<file path="config.mk">
export PLATFORM = sky130hd
export DESIGN_NAME = sha1_msg_padder
export DESIGN_NICKNAME = d
export VERILOG_FILES = /design/src/rtl/sha1_msg_padder.sv
export SDC_FILE = /design/constraint.sdc
export NUM_CORES = 1
export LEC_CHECK = 0
export BUFFER_PORTS_ARGS = -buffer_cell sky130_fd_sc_hd__buf_2
export CAP_MARGIN = 30
export CORE_MARGIN = 4
export CORE_UTILIZATION = 45
export CTS_CLUSTER_DIAMETER = 150
export DETAILED_ROUTE_END_ITERATION = 10
export PLACE_DENSITY = 0.64
export SYNTH_ARGS = -nofsm -noshare
export SYNTH_HDL_FRONTEND = slang
export SYNTH_SLANG_ARGS = --single-unit
</file>
<file path="constraint.sdc">
create_clock -name wb_clk_i -period 2.79 [get_ports wb_clk_i]
set_input_delay 0.558 -clock wb_clk_i [delete_from_list [all_inputs] [get_ports wb_clk_i]]
set_output_delay 0.558 -clock wb_clk_i [all_outputs]
set_load 0.03 [all_outputs]
</file>
<file path="src/rtl/sha1_msg_padder.sv">
// SHA-1 message padder.
// Takes a big-endian 32-bit word stream. After the final word it appends the
// 0x80 marker, zero fill and the 64-bit bit length. The result is a sequence of
// 16-word blocks for a SHA-1 core. A single output register gives latency 1.
// Block and message framing flags travel with each word in that register.
module sha1_msg_padder (
    input  logic        wb_clk_i,
    input  logic        wb_rst_ni,
    input  logic        active,
    input  logic        in_valid,
    output logic        in_ready,
    input  logic [31:0] in_data,
    input  logic        in_last,
    input  logic [1:0]  in_bytes,
    output logic        out_valid,
    input  logic        out_ready,
    output logic [31:0] out_data,
    output logic        out_first,
    output logic        out_blk_end,
    output logic        out_msg_end
);

    typedef enum logic [2:0] {
        ST_DATA   = 3'd0,
        ST_MARK   = 3'd1,
        ST_ZERO   = 3'd2,
        ST_LEN_HI = 3'd3,
        ST_LEN_LO = 3'd4
    } state_t;

    state_t      state_reg, state_next;
    logic [3:0]  w_reg, w_next;           // block index of the next word produced
    logic [63:0] cnt_reg, cnt_next;       // message length in bytes
    logic        ov_reg, ov_next;
    logic [31:0] od_reg, od_next;
    logic        of_reg, of_next;
    logic        ob_reg, ob_next;
    logic        om_reg, om_next;

    logic        can_load;
    logic        in_take;
    logic        do_load;
    logic [31:0] load_data;
    logic        load_msg_end;
    logic [63:0] len_bits;
    logic [63:0] add_bytes;
    logic [31:0] last_word;

    // The output register may be refilled when it is empty or being drained this cycle.
    assign can_load  = active & (~ov_reg | out_ready);
    assign in_ready  = wb_rst_ni & active & (state_reg == ST_DATA) & (~ov_reg | out_ready);
    assign in_take   = in_valid & in_ready;
    assign len_bits  = {cnt_reg[60:0], 3'b000};
    assign add_bytes = (in_last && in_bytes != 2'd0) ? {62'd0, in_bytes} : 64'd4;

    assign out_valid   = ov_reg & active;
    assign out_data    = od_reg;
    assign out_first   = of_reg;
    assign out_blk_end = ob_reg;
    assign out_msg_end = om_reg;

    // Keep the valid bytes of a partial final word and place the 0x80 marker right after them.
    always_comb begin
        last_word = in_data;
        case (in_bytes)
            2'd1:    last_word = {in_data[31:24], 8'h80, 16'h0000};
            2'd2:    last_word = {in_data[31:16], 8'h80, 8'h00};
            2'd3:    last_word = {in_data[31:8], 8'h80};
            default: last_word = in_data;
        endcase
    end

    // Compute the next state and the word to load into the output register.
    always_comb begin
        state_next   = state_reg;
        cnt_next     = cnt_reg;
        do_load      = 1'b0;
        load_data    = 32'h0000_0000;
        load_msg_end = 1'b0;

        case (state_reg)
            ST_DATA: begin
                if (in_take) begin
                    do_load   = 1'b1;
                    load_data = in_last ? last_word : in_data;
                    cnt_next  = cnt_reg + add_bytes;
                    if (in_last)
                        state_next = (in_bytes == 2'd0) ? ST_MARK : ST_ZERO;
                end
            end
            ST_MARK: begin
                if (can_load) begin
                    do_load    = 1'b1;
                    load_data  = 32'h8000_0000;
                    state_next = ST_ZERO;
                end
            end
            ST_ZERO: begin
                // Slot 14 is reserved for the length. Hand over to LEN_HI without emitting a word.
                if (w_reg == 4'd14) begin
                    if (active)
                        state_next = ST_LEN_HI;
                end else if (can_load) begin
                    do_load = 1'b1;
                end
            end
            ST_LEN_HI: begin
                if (can_load) begin
                    do_load    = 1'b1;
                    load_data  = len_bits[63:32];
                    state_next = ST_LEN_LO;
                end
            end
            ST_LEN_LO: begin
                if (can_load) begin
                    do_load      = 1'b1;
                    load_data    = len_bits[31:0];
                    load_msg_end = 1'b1;
                    cnt_next     = 64'd0;
                    state_next   = ST_DATA;
                end
            end
            default: state_next = ST_DATA;
        endcase
    end

    // Update the output register. A stalled word is held until the core accepts it.
    always_comb begin
        w_next  = w_reg;
        ov_next = ov_reg;
        od_next = od_reg;
        of_next = of_reg;
        ob_next = ob_reg;
        om_next = om_reg;
        if (active && ov_reg && out_ready)
            ov_next = 1'b0;
        if (do_load) begin
            ov_next = 1'b1;
            od_next = load_data;
            of_next = (w_reg == 4'd0);
            ob_next = (w_reg == 4'd15);
            om_next = load_msg_end;
            w_next  = w_reg + 4'd1;   // wraps 15 -> 0
        end
    end

    // State, counter and output register. Reset discards any partial message.
    always_ff @(posedge wb_clk_i or negedge wb_rst_ni) begin
        if (!wb_rst_ni) begin
            state_reg <= ST_DATA;
            w_reg     <= 4'd0;
            cnt_reg   <= 64'd0;
            ov_reg    <= 1'b0;
            od_reg    <= 32'h0000_0000;
            of_reg    <= 1'b0;
            ob_reg    <= 1'b0;
            om_reg    <= 1'b0;
        end else begin
            state_reg <= state_next;
            w_reg     <= w_next;
            cnt_reg   <= cnt_next;
            ov_reg    <= ov_next;
            od_reg    <= od_next;
            of_reg    <= of_next;
            ob_reg    <= ob_next;
            om_reg    <= om_next;
        end
    end

endmodule

</file>
==> impl_metrics.env, run 1 <==
export IMPL_required_ns=3.08
export IMPL_hold_class="input pin to asynchronous set/reset pin"
export IMPL_drtIter0Drc=411
export IMPL_synth_compound_area_share_pct=22.52
export IMPL_power_density_nw_per_um2=646.1
export IMPL_synth_simple_area_share_pct=21.80
export IMPL_critPathKind="input pin to register"
export IMPL_synth_xor_area_share_pct=2.995
export IMPL_rows=40
export IMPL_regArea_um2=2603
export IMPL_synthMuxAreaShare_pct=0.6080
export IMPL_insertion_delay_ns=0.35
export IMPL_detail_route_wl_per_cell_um=19.01
export IMPL_grt_pass1_wl_um=26560
export IMPL_gp_congestion=0.9242
export IMPL_port_buffers=76
export IMPL_vias_per_cell=6.020
export IMPL_grt_ovfl_total=0
export IMPL_outcome="completed"
export IMPL_drv_slew=0
export IMPL_min_period_ns=2.697
export IMPL_final_nets=734
export IMPL_ir_worst_vdd_v=0.0003196
export IMPL_clock_skew_ns=0.008932
export IMPL_die_x_um=119.1
export IMPL_cts_path_max_buffers=2
export IMPL_path_cells="buf_2, nand2_2, inv_2, ha_4, inv_1, fa_2, nor2b_2, buf_4, o2111ai_2, or4_4, or4_4, a21oi_2"
export IMPL_synth_seq_area_share_pct=46.84
export IMPL_fillers=1097
export IMPL_multi_input_area_um2=2808
export IMPL_worstMarginPinSlew_ns=0.8100
export IMPL_ant_nets=0
export IMPL_yosys_area_top_type="dfrtp_1"
export IMPL_syn_nets=632
export IMPL_hpwlAfterDp_um=11870
export IMPL_synthTopCellsByArea="dfrtp_1 47%, a221o_1 4.7%, a21oi_1 4.4%"
export IMPL_setup_ws_ns=0.09317
export IMPL_die_y_um=119.1
export IMPL_finalSetupViolations=0
export IMPL_slew_headroom_pct=46.00
export IMPL_cts_root_buf="clkbuf_16"
export IMPL_cp_slowest_cell="or4_4"
export IMPL_synthFlopType="dfrtp_1"
export IMPL_cap_violations=0
export IMPL_synth_top_family_by_area="compound AO/OA/AOI/OAI gates"
export IMPL_dieArea_um2=14190
export IMPL_dpl_cell_area_um2=6384
export IMPL_start_util_pct=46.07
export IMPL_syn_area_um2=5557
export IMPL_grt_usage_pct=23.35
export IMPL_largest_register_ff_count=61
export IMPL_critPathLaunchType="input pin"
export IMPL_synth_edf_count=0
export IMPL_core_area_um2=12060
export IMPL_synthAdderAreaFrac_pct=1.711
export IMPL_finish_utilization_pct=55.91
export IMPL_cp_data_arrival_time_ns=2.98
export IMPL_drive_gt1_share_pct=23.91
export IMPL_rsz0062_at_grt="true"
export IMPL_worst_path_buf_inv=4
export IMPL_htree_num_levels=3
export IMPL_synth_top_area_share_pct=46.84
export IMPL_p_leak_nw=3.028
export IMPL_antenna_cells=0
export IMPL_vias=5165
export IMPL_crit_path_frequent_cell="or4_4"
export IMPL_drc=0
export IMPL_cts_sinks=104
export IMPL_place_ws_ns=-0.2314
export IMPL_cp_top_family="simple AND/OR/NAND/NOR gates"
export IMPL_io_pins=77
export IMPL_wl_um=16310
export IMPL_yosys_warnings=0
export IMPL_antenna_found_initial=0
export IMPL_yosysUniqueCellTypes=53
export IMPL_layout_cells_non_filler=858
export IMPL_grt_pass1_vias=5023
export IMPL_cp_max_fo=7
export IMPL_cp_end_kind="register"
export IMPL_postCtsHoldBufs=0
export IMPL_syn2layout_area_growth_pct=21.37
export IMPL_async_reset_ff_share_pct=100.0
export IMPL_ys_ff_latch=104
export IMPL_clk_pin_slew_ns=0.07
export IMPL_cts_tree="built"
export IMPL_period_share_pct=96.66
export IMPL_placed_cells=837
export IMPL_syn_avg_cell_area_um2=9.498
export IMPL_numCtsBuffers=9
export IMPL_fmax_mhz=370.8
export IMPL_first_pass_iters=5
export IMPL_grt_max_degree=64
export IMPL_synthCells=585
export IMPL_hold_viol=0
export IMPL_design_area_um2=6744
export IMPL_max_stage_delay_ns=0.57
## cells in the mapped netlist (3+ instances only)
cell type / instances
a22oi_1: 3
mux2_2: 3
nor4_1: 10
nor3_1: 7
nor2b_1: 3
o21ai_0: 33
xnor2_1: 9
and4_1: 6
buf_1: 4
or4_1: 18
a22o_1: 28
nand2_1: 50
nand4_1: 17
clkbuf_1: 30
o31ai_1: 13
xor2_1: 10
a21o_1: 7
or3_1: 25
inv_1: 12
dfrtp_1: 104
nand3_1: 29
a21oi_1: 49
ha_1: 6
a221o_1: 26
nor2_1: 36
and2_1: 5
a31oi_1: 3
and3_1: 6
## path summary, 6_finish.rpt
path | startpoint | cells after the start | endpoint | slack [ns]
worst max register to register | cnt_reg[0]$_DFFE_PN0P_ | 9 | cnt_reg[52]$_DFFE_PN0P_ | 0.13
worst min register to register | out_data[0]$_DFFE_PN0P_ | 1 | out_data[0]$_DFFE_PN0P_ | 0.48
max in group asynchronous | wb_rst_ni | 3 | cnt_reg[45]$_DFFE_PN0P_ | 1.23
min in group wb_clk_i | in_data[20] | 2 | out_data[20]$_DFFE_PN0P_ | 0.43
worst min-delay path | wb_rst_ni | 1 | state_reg[2]$_DFFE_PN0P_ | 0.04
worst max-delay path | in_last | 12 | cnt_reg[52]$_DFFE_PN0P_ | 0.09
## through the flow
step                power, W  hold WS (ns)  setup TNS (ns)
floorplan           0.002724        0.2624               0
global placement    0.003170        0.4144          -1.050
detailed placement  0.003206        0.4152          -2.145
CTS                 0.004374       0.03840               0
global route        0.004595       0.04785        -0.03400
finish              0.004357       0.04113               0
## cells in the final DEF, fill, tap and decap left out, drive strengths merged, types with 7 or more instances in the layout
cell type	netlist	routed
a221o	26	26
nand2	50	50
or4	20	20
inv	12	12
nor4	11	11
nor3	7	7
clkbuf	30	11
xor2	10	10
nor2	36	36
buf	7	128
o31ai	13	13
a22o	28	28
o21ai	33	33
a21o	7	7
dfrtp	104	104
xnor2	9	9
nand3	29	29
or3	25	25
a21oi	49	49
nand4	18	18
## routing by layer
layer | global-route usage [%] | routed length, um | up-vias
li1 | - | - | 2448
met1 | 33.00 | 7511 | 2561
met2 | 37.73 | 7869 | 139
met3 | 2.707 | 677 | 17
met4 | 7.241 | 251 | 0
met5 | 0 | 0 | -
## repair_timing
action	4_1_cts	5_1_grt
endpoints found under the setup margin	0	4
gates resized for setup	0	12
setup buffers	0	7
## worst reg2reg max path: cells and delay by family, from the launching register on
family	cells	cell delay (ns)
buffers and inverters	2	0.18
adder cells (fa/ha/maj)	2	0.56
AO/OA/AOI/OAI	2	0.23
AND/OR/NAND/NOR	3	1.22
flip-flops	1	0.41
## layout make-up
type,count,area share [%]
Inverter,12,0.6679
Tap cell,168,3.117
Timing Repair Buffer,128,12.10
Clock inverter,3,0.2968
Clock buffer,11,3.599
Sequential cell,104,38.59
Multi-Input combinational cell,432,41.63
## where the power goes
group          internal [W]  switching (W)  total (W)
logic              0.000488       0.000810    0.00130
clock network      0.000618       0.000547    0.00117
registers           0.00173       0.000167    0.00189
## kinds of logic after synthesis
logic type                 after synthesis
and+or+nand+nor                        224
buffers and inverters                   49
xor gates and xnor gates                19
adders and majority gates                7
muxes                                    3
AOI/OAI and AO/OA                      179
DFF                                    104
No activity file was read; power rests on OpenSTA's default activity.
==> run 2: changes to the inputs <==
- CTS_CLUSTER_DIAMETER: 150 -> 100
- PLACE_DENSITY: 0.64 -> not set
- PLACE_DENSITY_LB_ADDON: not set -> 0.3
==> run 2 against run 1 <==
- power rose by 0.26%
- sequential power is essentially flat
- via count is 0.87% higher
- clock skew shrank 0.0045 ns
- sequential share of layout area increased by 0.63 points
- critical path type unchanged
==> impl_metrics.env, run 2 (same netlist as run 1, synthesis figures left out) <==
export IMPL_grt_usage_pct=23.49
export IMPL_postCtsSetupBuffers=0
export IMPL_hold_viol=0
export IMPL_die_x_um=119.1
export IMPL_ir_worst_vdd_v=0.0002885
export IMPL_outcome="completed"
export IMPL_core_area_um2=12060
export IMPL_rrSetupSlack_ns=0.15
export IMPL_vias=5210
export IMPL_drc=0
export IMPL_grt_pass1_vias=5111
export IMPL_cap_violations=0
export IMPL_wl_um=16280
export IMPL_first_pass_iters=5
export IMPL_start_util_pct=46.07
export IMPL_period_share_pct=94.96
export IMPL_final_cell_mix="104 x dfrtp_1, 75 x buf_2, 50 x nand2_1"
export IMPL_largest_register_ff_count=61
export IMPL_drv_slew=0
export IMPL_reg2reg_to="cnt_reg[50]$_DFFE_PN0P_"
export IMPL_antenna_cells=0
export IMPL_final_nets=725
export IMPL_worstMarginPinSlew_ns=0.6931
export IMPL_cts_root_buf="clkbuf_16"
export IMPL_cp_end_kind="register"
export IMPL_insertion_delay_ns=0.35
export IMPL_timing_hold_ws_ns=0.3603
export IMPL_rsz0062_at_grt="false"
export IMPL_io_pins=77
export IMPL_min_period_ns=2.649
export IMPL_timing_rr_start="cnt_reg[25]$_DFFE_PN0P_"
export IMPL_required_ns=3.06
export IMPL_cp_data_arrival_time_ns=2.92
export IMPL_design_area_um2=6635
export IMPL_clock_skew_ns=0.004462
export IMPL_fmax_mhz=377.5
export IMPL_grt_pass1_wl_um=26790
export IMPL_cts_resized=0
export IMPL_p_leak_nw=2.999
export IMPL_mostFrequentLayoutCell="dfrtp_1"
export IMPL_antenna_found_initial=0
export IMPL_fin_setup_tns_ns=0
export IMPL_clk_pin_slew_ns=0.07
export IMPL_syn2layout_area_growth_pct=19.41
export IMPL_finalSetupViolations=0
export IMPL_fillers=1101
export IMPL_postCtsHoldBufs=0
export IMPL_power_density_nw_per_um2=658.4
export IMPL_drive_gt1_share_pct=21.96
export IMPL_hold_class="input pin to asynchronous set/reset pin"
export IMPL_detail_route_wl_per_cell_um=19.13
export IMPL_htree_num_levels=3
export IMPL_rr_worst_depth=6
export IMPL_die_y_um=119.1
export IMPL_rows=40
export IMPL_port_buffers=76
export IMPL_dieArea_um2=14190
export IMPL_cp_max_fo=8
export IMPL_dpl_cell_area_um2=6344
export IMPL_cts_tree="built"
export IMPL_hpwlAfterDp_um=12000
export IMPL_cts_path_max_buffers=2
export IMPL_critPathLaunchType="input pin"
export IMPL_drtIter0Drc=516
export IMPL_grt_max_degree=54
export IMPL_numCtsBuffers=9
export IMPL_cts_sinks=104
export IMPL_grt_ovfl_total=0
export IMPL_gp_congestion=0.9194
export IMPL_critPathKind="input pin to register"
export IMPL_ant_nets=0
export IMPL_vias_per_cell=6.122
export IMPL_slew_headroom_pct=53.79
==> run 2: changes by cell type in the layout (fill, tap and decap cells not counted), sizes merged <==
cell / previous run / this run
clkinv: 1 / 3
buf: 128 / 119
clkinvlp: 2 / 0
clkbuf: 11 / 13
==> run 2: power by group <==
part / internal (W) / switching, W / total, W
Clock: 0.000675 / 0.000548 / 0.00122
Combinational: 0.000453 / 0.000787 / 0.00124
Sequential: 0.00173 / 0.000180 / 0.00191
==> run 2: worst max path at each step <==
stage	startpoint	endpoint	cells after the start
2_1_floorplan	in_bytes[1]	cnt_reg[46]$_DFFE_PN0P_	9
3_3_place_gp	in_last	cnt_reg[32]$_DFFE_PN0P_	14
3_5_place_dp	in_last	cnt_reg[28]$_DFFE_PN0P_	14
4_1_cts	in_last	cnt_reg[28]$_DFFE_PN0P_	14
5_1_grt	in_last	cnt_reg[50]$_DFFE_PN0P_	12
6_report	in_last	cnt_reg[50]$_DFFE_PN0P_	12
==> run 2: worst max-delay path, cell delays in order <==
cell and delay, ns:
buf_2 0.09, nand2_1 0.07, inv_1 0.09, ha_1 0.16, inv_1 0.05, fa_1 0.41
nor2b_2 0.20, o2111ai_1 0.16, or4_4 0.49, buf_4 0.17, or3_1 0.30, a21oi_1 0.18
==> run 2: layout make-up <==
class | count | area, um^2 | share of cell area, %
well taps | 168 | 210.2 | 3.168
clock inverters | 3 | 15.01 | 0.2263
repair buffers | 119 | 718.2 | 10.82
inverters | 12 | 45.04 | 0.6789
multi-input cells | 432 | 2774 | 41.81
flip-flops and latches | 104 | 2603 | 39.22
clock buffers | 13 | 270.3 | 4.073
==> run 2: through the flow <==
| stage | util, % | power (W) | worst slack, ns | std cells |
|---|---|---|---|---|
| floorplan | - | 0.002724 | 0.03256 | 585 |
| CTS | 54.96 | 0.004396 | 0.1598 | 851 |
| finish | 55.01 | 0.004368 | 0.1407 | 851 |
| global route | 55.01 | 0.004609 | 0.02136 | 851 |
| detailed placement | 52.59 | 0.003173 | -0.1850 | 835 |
| global placement | 52.59 | 0.003141 | -0.1448 | 835 |
==> run 2: per-layer routing <==
layer | routed length, um | up-vias | track usage [%]
li1 | - | 2407 | -
met3 | 1049 | 24 | 5.223
met5 | 0 | - | 0
met4 | 344 | 0 | 6.807
met2 | 7785 | 197 | 38.11
met1 | 7098 | 2582 | 31.61
==> run 3: changes to the inputs <==
- GPL_TIMING_DRIVEN: not set -> 0
==> run 3 against run 2 <==
- sequential share of layout area decreased by 0.53 points
- worst hold slack got worse by 0.26 ns
- first-iteration DRC count increased by 12%
- cell area increased by 1.5%
- flip-flop and latch count unchanged
- via count increased by 2.7%
- clock-buffer cell count increased by 1
- cell count increased by 0.24%
- combinational power increased by 5%
- clock power increased by 7%
- global-route usage increased by 0.50 points
- non-clock buffer count increased by 2
- critical endpoint is now cnt_reg[44]$_DFFE_PN0P_
==> impl_metrics.env, run 3 (same netlist as run 1, synthesis figures left out) <==
export IMPL_clock_skew_ns=0.009731
export IMPL_gp_congestion=0.9024
export IMPL_power_density_nw_per_um2=668.7
export IMPL_crit_path_frequent_cell="or4_1"
export IMPL_cp_data_arrival_time_ns=3.03
export IMPL_critPathKind="register to register"
export IMPL_cts_path_max_buffers=2
export IMPL_final_cell_mix="102 x dfrtp_1, 75 x buf_2, 49 x nand2_1"
export IMPL_postCtsHoldBufs=0
export IMPL_numCtsBuffers=9
export IMPL_cp_slowest_cell="or4_1"
export IMPL_die_x_um=119.1
export IMPL_finalSetupViolations=0
export IMPL_vias=5351
export IMPL_worstMarginPinSlew_ns=0.8849
export IMPL_cts_root_buf="clkbuf_16"
export IMPL_die_y_um=119.1
export IMPL_hpwlAfterDp_um=12480
export IMPL_finish_utilization_pct=55.82
export IMPL_syn2layout_area_growth_pct=21.17
export IMPL_start_util_pct=46.07
export IMPL_grt_usage_pct=24.00
export IMPL_layout_cells_non_filler=853
export IMPL_drive_gt1_share_pct=20.15
export IMPL_ant_nets=0
export IMPL_insertion_delay_ns=0.36
export IMPL_htree_num_levels=3
export IMPL_cp_max_fo=10
export IMPL_grt_max_degree=63
export IMPL_port_buffers=75
export IMPL_final_nets=727
export IMPL_largest_register_ff_count=61
export IMPL_first_pass_iters=5
export IMPL_mostFrequentLayoutCell="dfrtp_1"
export IMPL_cts_sinks=104
export IMPL_drc=0
export IMPL_p_leak_nw=2.970
export IMPL_min_period_ns=2.752
export IMPL_clk_pin_slew_ns=0.07
export IMPL_path_cells="ha_4, inv_1, fa_2, nor2b_4, o211ai_1, or4_1, or4_1, a21oi_1"
export IMPL_antenna_cells=0
export IMPL_fin_setup_tns_ns=0
export IMPL_grt_pass1_wl_um=27150
export IMPL_placed_cells=830
export IMPL_hold_class="input pin to asynchronous set/reset pin"
export IMPL_vias_per_cell=6.273
export IMPL_ir_worst_vdd_v=0.0003052
export IMPL_cp_top_family="simple AND/OR/NAND/NOR gates"
export IMPL_cts_tree="built"
export IMPL_cap_violations=0
export IMPL_slew_headroom_pct=40.75
export IMPL_rsz0062_at_grt="true"
export IMPL_grt_ovfl_total=0
export IMPL_dieArea_um2=14190
export IMPL_max_stage_delay_ns=0.55
export IMPL_io_pins=77
export IMPL_grt_pass1_vias=5157
export IMPL_wl_um=17070
export IMPL_drv_slew=0
export IMPL_cp_end_kind="register"
export IMPL_antenna_found_initial=0
export IMPL_detail_route_wl_per_cell_um=20.01
export IMPL_rows=40
export IMPL_hold_viol=0
export IMPL_worst_path_buf_inv=1
export IMPL_outcome="completed"
export IMPL_drtIter0Drc=576
export IMPL_critPathLaunchType="register"
export IMPL_fmax_mhz=363.4
export IMPL_required_ns=3.07
export IMPL_period_share_pct=98.63
export IMPL_core_area_um2=12060
## run 3: cell count changes in the layout (fill, tap and decap cells not counted), moves of 3 or more
cell / before / now
a21oi_2: 0 / 4
buf_4: 43 / 8
buf_6: 0 / 5
a21oi_1: 49 / 45
clkbuf_1: 1 / 27
buf_1: 0 / 4
clkinv_2: 3 / 0
nor4_4: 0 / 3
## run 3: what timing repair did
action / in CTS / in global routing
pin swaps: 4 / 8
setup buffers: 4 / 4
endpoints found under the setup margin: 41 / 52
gates resized for setup: 12 / 32
cloned: 0 / 1
## run 3: stage by stage
| stage | hold WS, ns | setup WS, ns | instance area [um^2] | total power (W) |
|---|---|---|---|---|
| final | 0.1046 | 0.03831 | 6733 | 0.004502 |
| after floorplan | 0.2624 | 0.03256 | 5559 | 0.002724 |
| after global placement | 0.4577 | -1.828 | 6145 | 0.003100 |
| after detailed placement | 0.4634 | -0.7503 | 6186 | 0.003161 |
| after CTS | 0.1274 | -0.03596 | 6555 | 0.004475 |
| after global routing | 0.1504 | -0.02535 | 6733 | 0.004717 |
## run 3: worst paths after layout
path / start / end / slack [ns] / depth (start not counted)
min in group wb_clk_i: in_data[4] / out_data[4]$_DFFE_PN0P_ / 0.43 / 2
setup / recovery: cnt_reg[0]$_DFFE_PN0P_ / cnt_reg[44]$_DFFE_PN0P_ / 0.04 / 8
max in group asynchronous: wb_rst_ni / cnt_reg[46]$_DFFE_PN0P_ / 2.03 / 2
hold reg to reg: out_msg_end$_DFFE_PN0P_ / out_msg_end$_DFFE_PN0P_ / 0.48 / 1
hold / removal: wb_rst_ni / w_reg[3]$_DFFE_PN0P_ / 0.10 / 1
setup reg to reg: cnt_reg[0]$_DFFE_PN0P_ / cnt_reg[44]$_DFFE_PN0P_ / 0.04 / 8
## run 3: power breakdown
group | switching (W) | leakage, nW | internal, W
clock network | 0.000562 | 0.143 | 0.000747
registers | 0.000168 | 1.42 | 0.00173
logic | 0.000846 | 1.40 | 0.000454
## run 3: cell type report
| class | instances | area, um^2 |
|---|---|---|
| Buffer | 35 | 158.9 |
| Clock inverter | 2 | 37.54 |
| Multi-Input combinational cell | 432 | 2894 |
| Sequential cell | 104 | 2605 |
| Fill cell | 1068 | 5329 |
| Clock buffer | 14 | 264.0 |
| Inverter | 12 | 47.55 |
| Timing Repair Buffer | 86 | 515.5 |
| Tap cell | 168 | 210.2 |
## run 3: layer usage
layer	up-vias	wire, um	track usage [%]
li1	2416	-	-
met1	2680	7306	32.59
met2	225	8247	38.47
met3	30	1089	3.419
met4	0	426	10.14
met5	-	0	0
